--- config.mk ---
export PLATFORM = sky130hd
export DESIGN_NAME = fifo_wr_burst_ctrl
export DESIGN_NICKNAME = d
export VERILOG_FILES = /design/src/rtl/fifo_wr_pkg.sv /design/src/rtl/fifo_skid_buf.sv /design/src/rtl/fifo_wr_burst_ctrl.sv
export SDC_FILE = /design/constraint.sdc
export NUM_CORES = 1
export LEC_CHECK = 0
export BUFFER_PORTS_ARGS = -buffer_cell sky130_fd_sc_hd__buf_4
export CAP_MARGIN = 0
export CORE_AREA = 2 2 65 67
export DETAILED_ROUTE_END_ITERATION = 8
export DIE_AREA = 0 0 67 69
export PLACE_DENSITY_LB_ADDON = 0.08
export SYNTH_ARGS = -nofsm -noshare
export SYNTH_HDL_FRONTEND = slang
export SYNTH_HIERARCHICAL = 1
export SYNTH_SLANG_ARGS = --single-unit
--- constraint.sdc ---
create_clock -name wclk -period 3.6 [get_ports wclk]
set_clock_uncertainty 0.2 [all_clocks]
set_input_delay 0.36 -clock wclk [delete_from_list [all_inputs] [get_ports wclk]]
set_output_delay 0.36 -clock wclk [all_outputs]
set_load 0.03 [all_outputs]
--- src/rtl/fifo_wr_pkg.sv ---
// Shared types and sizing helpers for the FIFO write-side burst producer.
// Imported by the skid buffer and the burst controller.
package fifo_wr_pkg;

  typedef enum logic [1:0] {
    IDLE  = 2'd0,
    BURST = 2'd1,
    GAP   = 2'd2
  } state_t;

  localparam int DEF_DATA_W = 8;

  function automatic int fifo_w(input int data_w);
    return data_w + 1;
  endfunction

  function automatic int burst_cnt_w(input int max_burst);
    return $clog2(max_burst + 1);
  endfunction

endpackage

--- src/rtl/fifo_skid_buf.sv ---
// Two-entry skid buffer with registered upstream ready.
// Head word reads as zero while the buffer is empty.
module fifo_skid_buf
  import fifo_wr_pkg::*;
#(
  parameter int WIDTH = fifo_w(DEF_DATA_W)
) (
  input  logic             i_clk,
  input  logic             i_rst,
  input  logic             i_valid,
  input  logic [WIDTH-1:0] i_data,
  output logic             o_ready,
  output logic             o_valid,
  output logic [WIDTH-1:0] o_data,
  input  logic             i_ready
);

  logic [WIDTH-1:0] r_mem [2];
  logic             r_rd;
  logic             r_wr;
  logic [1:0]       r_cnt;
  logic             r_ready;

  logic             w_push;
  logic             w_pop;
  logic [1:0]       w_cnt_nxt;

  assign w_push    = i_valid && r_ready;
  assign w_pop     = i_ready && (r_cnt != 2'd0);
  assign w_cnt_nxt = r_cnt + {1'b0, w_push} - {1'b0, w_pop};

  always_ff @(posedge i_clk or posedge i_rst) begin
    if (i_rst) begin
      r_mem[0] <= '0;
      r_mem[1] <= '0;
      r_rd     <= 1'b0;
      r_wr     <= 1'b0;
      r_cnt    <= 2'd0;
      r_ready  <= 1'b0;
    end else begin
      if (w_push) begin
        r_mem[r_wr] <= i_data;
        r_wr        <= ~r_wr;
      end
      if (w_pop) begin
        r_rd <= ~r_rd;
      end
      r_cnt   <= w_cnt_nxt;
      // ready tracks next occupancy so a full buffer is never overrun
      r_ready <= (w_cnt_nxt != 2'd2);
    end
  end

  assign o_ready = r_ready;
  assign o_valid = (r_cnt != 2'd0);
  assign o_data  = o_valid ? r_mem[r_rd] : '0;

endmodule

--- src/rtl/fifo_wr_burst_ctrl.sv ---
// Async-FIFO write-side producer: packs {last, byte} words and
// writes them in bounded bursts gated by half-full and full.
module fifo_wr_burst_ctrl
  import fifo_wr_pkg::*;
#(
  parameter int DATA_W    = 8,
  parameter int MAX_BURST = 16,
  parameter int PKT_CNT_W = 16
) (
  input  logic                 wclk,
  input  logic                 wrst,
  input  logic                 s_valid,
  output logic                 s_ready,
  input  logic [DATA_W-1:0]    s_data,
  input  logic                 s_last,
  input  logic                 wfull,
  input  logic                 wHalf_full,
  output logic [DATA_W:0]      data_write,
  output logic                 write_enable,
  output logic                 burst_active,
  output logic [PKT_CNT_W-1:0] pkt_count
);

  localparam int FIFO_W = fifo_w(DATA_W);
  localparam int BCW    = burst_cnt_w(MAX_BURST);

  state_t                r_state;
  logic [BCW-1:0]        r_burst_cnt;
  logic [PKT_CNT_W-1:0]  r_pkt_cnt;

  logic                  w_head_valid;
  logic [FIFO_W-1:0]     w_head;
  logic                  w_we;
  logic                  w_last;
  logic [BCW-1:0]        w_cnt_inc;

  fifo_skid_buf #(
    .WIDTH (FIFO_W)
  ) u_skid (
    .i_clk   (wclk),
    .i_rst   (wrst),
    .i_valid (s_valid),
    .i_data  ({s_last, s_data}),
    .o_ready (s_ready),
    .o_valid (w_head_valid),
    .o_data  (w_head),
    .i_ready (w_we)
  );

  // wfull is the only combinational input to the write strobe
  assign w_we      = (r_state == BURST) && w_head_valid && !wfull;
  assign w_last    = w_head[DATA_W];
  assign w_cnt_inc = r_burst_cnt + 1'b1;

  always_ff @(posedge wclk or posedge wrst) begin
    if (wrst) begin
      r_state     <= IDLE;
      r_burst_cnt <= '0;
    end else begin
      unique case (r_state)
        IDLE: begin
          if (w_head_valid && !wHalf_full) begin
            r_state     <= BURST;
            r_burst_cnt <= '0;
          end
        end
        BURST: begin
          if (w_we) begin
            r_burst_cnt <= w_cnt_inc;
            if (w_last || (w_cnt_inc == BCW'(MAX_BURST))) begin
              r_state <= GAP;
            end
          end
        end
        GAP:     r_state <= IDLE;
        default: r_state <= IDLE;
      endcase
    end
  end

  always_ff @(posedge wclk or posedge wrst) begin
    if (wrst) begin
      r_pkt_cnt <= '0;
    end else if (w_we && w_last) begin
      r_pkt_cnt <= r_pkt_cnt + 1'b1;
    end
  end

  assign data_write   = w_head;
  assign write_enable = w_we;
  assign burst_active = (r_state == BURST);
  assign pkt_count    = r_pkt_cnt;

endmodule

==> flow_summary.toml <==
[finish]
final_cell_mix = "46 x dfrtp_1, 41 x buf_4, 19 x mux2_2, 16 x xnor2_1, 14 x nor2_1"
area_growth_pct = 21.9
fin_nets = 245
final_common_cell = "dfrtp_1"
drive_above_1_share_pct = 32.9
diodes = 0

[critical_path]
regToRegSetupSlack_ps = 720
crit_path_frequent_cell = "inv_1"
endpoint_kind = "register"
cpMaxStageDelayCell = "dfrtp_1"
critPathKind = "reg -> reg"
startpoint_type = "register"
cpPeakStageDelay_ps = 440
cp.required_ps = 3610
cp_max_fo = 10
regToRegEndpoint = "u_skid/o_ready$_DFF_PP0_"
reg2regPathDepth = 11
r2r-start = "u_skid/r_cnt[1]$_DFF_PP0_"
cp.arrival_ps = 2890
worstPathCellList = "nor2_2 > inv_1 > nand4bb_4 > inv_2 > o21ai_0 > inv_1 > ha_1 > inv_1 > ha_1 > xnor2_1 > mux2i_1"

[timing]
min_period_ps = 2880
max_slew_margin_pct = 42.6
post-route-period-util_pct = 80.0
setup_violations = 0
finalHoldWorstSlack_ps = 35.1
report.final.slew_viol_count = 0
tightest_slew_ps = 860
setup_tns_ps = 0
setup_slack_ps = 720
hold_viol = 0
rsz0062_at_grt = "no"
fmax_mhz = 347

[cts]
htreeDepth = 2
cts-hold-fix-buffers = 0
clk_pin_slew_ps = 90
ctsResizeCount = 0
cts_buffer_depth = 2
cts_setup_buffers = 0
root_buffer = "clkbuf_8"
cts.sinks = 46
tritoncts = "built"
numCtsBuffers = 5
clk_latency_ps = 290

[run_status]
status = "finished clean"

[routing]
first_pass_iters = 4
antenna_left = 0
drc = 0
routedWlPerCell_um = 14.6
via_count = 1478
viasPerCell = 5.32
wirelength_um = 4050
drt_iter0_markers = 111

[synth]
synth_fp_nets = 198
syn_inst = 180
synth.distinct_cells = 32
ys_ff_latch = 46
yosysSeqAreaShare_pct = 53.2
synth.avg_cell_area_um2 = 12.0
synth_area_mm2 = 0.00216
yosys_warnings = 6

[grt]
grt_overflow_total = 0
grt_pass1_wl_um = 7130
antenna_found_initial = 0
grt_max_degree = 24
track_usage_pct = 19.9
grt-busiest-layer = "met2"
grt_use_met1_pct = 22.6
first_global_vias = 1582
use_met3_pct = 3.92
met2_usage_pct = 36.2

[power_and_ir_drop]
clock_power_share_pct = 15.9
netSwitchingFraction_pct = 40.7
leakage_nw = 1.27
worst_ir_drop_vdd_v = 0.000616
pwr_density_cell_mw_per_mm2 = 887
pwr-share-comb_pct = 46.5
p_seq_share_pct = 37.6
switching_power_w = 0.000952
p_int_w = 0.00139

[die]
die_w_um = 67
coreArea_mm2 = 0.00391
num_io_pins = 42
die_h_um = 69
start_util_pct = 55.3
fp.dieArea_mm2 = 0.00462
rows = 23

[placed_design]
post-dp-hpwl_um = 3050
dp_worst_setup_slack_ps = 740
gp_congestion = 0.828
numPortBuffers = 41

[flow_run]
drv_cap = 0

[worst_hold_path]
hp-class = "in -> async"
[synthesized netlist by cell type]
cell       number  area [um2]
nand2b_1        2        12.5
nand4_1         8        50.1
and2_1          2        12.5
nand2_1        10        37.5
dfrtp_1        46        1150
a22oi_1         1        7.51
inv_2           1        3.75
a21oi_1         2        10.0
nor2_4          1        11.3
o21ai_0         7        35.0
nor2_1         14        52.6
a31oi_1         1        6.26
nor3_1          1        5.00
buf_2           1        5.00
nand3_1         5        25.0
a22o_1          2        17.5
ha_1            4        50.1
and3_1          2        12.5
mux2_2         19         214
nand3b_4        1        20.0
nor3_4          1        16.3
a311oi_1        1        8.76
xnor2_1        16         140
nor2_2          1        6.26
xor2_1          4        35.0
inv_1          10        37.5
nor2b_1         3        18.8
nand3_4         1        17.5
or2b_1          1        7.51
nand4bb_4       1        27.5
mux2i_1        10         100
o2111ai_1       1        8.76
[logic make-up (layout without fill, tap and decap cells)]
logic type / Yosys count / count (layout) / share of synthesized area [%]
buffers and inverters: 12 / 60 / 2.14
AO/OA/AOI/OAI: 15 / 15 / 4.34
multiplexers: 29 / 29 / 14.5
adder cells (fa/ha/maj): 4 / 4 / 2.31
flip-flops: 46 / 46 / 53.2
XOR/XNOR: 20 / 20 / 8.10
AND/OR/NAND/NOR: 54 / 54 / 15.4
[power groups by stage]
stage | clock, W | combinational, W | sequential (W)
3_5_place_dp | 0 | 0.00110 | 0.000891
3_3_place_gp | 0 | 0.00106 | 0.000876
5_1_grt | 0.000399 | 0.00119 | 0.000911
6_report | 0.000372 | 0.00109 | 0.000880
4_1_cts | 0.000384 | 0.00110 | 0.000880
2_1_floorplan | 0 | 0.000762 | 0.000878
[registers in the layout, summed over array words and instances (netlist names)]
register	flops
u_skid/r_cnt	2
pkt_count	16
u_skid/o_ready	1
u_skid/r_mem	18
u_skid/r_wr	1
r_burst_cnt	5
u_skid/r_rd	1
r_state	2
[worst max path at each step]
stage	from	endpoint	slack [ps]
2_1_floorplan	u_skid/r_cnt[1]$_DFF_PP0_	u_skid/o_ready$_DFF_PP0_	1100
3_3_place_gp	u_skid/r_cnt[1]$_DFF_PP0_	u_skid/o_ready$_DFF_PP0_	950
3_5_place_dp	u_skid/r_cnt[1]$_DFF_PP0_	u_skid/o_ready$_DFF_PP0_	740
4_1_cts	u_skid/r_cnt[1]$_DFF_PP0_	u_skid/o_ready$_DFF_PP0_	730
5_1_grt	u_skid/r_cnt[1]$_DFF_PP0_	u_skid/o_ready$_DFF_PP0_	510
6_report	u_skid/r_cnt[1]$_DFF_PP0_	u_skid/o_ready$_DFF_PP0_	720
[worst max-delay path, delay by kind of cell (launching register included)]
| family | cells | cell delay, ps |
|---|---|---|
| buffers and inverters | 4 | 420 |
| XOR/XNOR | 1 | 280 |
| AO/OA/AOI/OAI | 1 | 150 |
| AND/OR/NAND/NOR | 2 | 600 |
| multiplexers | 1 | 240 |
| flip-flops | 1 | 440 |
| adder cells (fa/ha/maj) | 2 | 470 |
[per-layer routing]
| metal | vias up | part of all wire, % |
|---|---|---|
| li1 | 711 | - |
| met1 | 728 | 40 |
| met2 | 34 | 54 |
| met3 | 5 | 4.6 |
| met4 | 0 | 1.3 |
| met5 | - | 0 |
[stage by stage]
step | util, % | instances | area (um2) | total power (W)
global placement | 64.6 | 270 | 2530 | 0.00194
detailed placement | 64.6 | 270 | 2530 | 0.00199
finish | 67.4 | 278 | 2640 | 0.00234
floorplan | - | 180 | 2160 | 0.00164
CTS | 67.4 | 278 | 2640 | 0.00237
global route | 67.4 | 278 | 2640 | 0.00250
[cell type report]
type                            instances  area, um2
Multi-Input combinational cell        122        966
Clock inverter                          3       40.0
Timing Repair Buffer                   41        308
Fill cell                             328       1280
Clock buffer                            5       68.8
Inverter                               11       41.3
Tap cell                               50       62.6
Sequential cell                        46       1150
No activity file was read; power rests on OpenSTA's default activity.
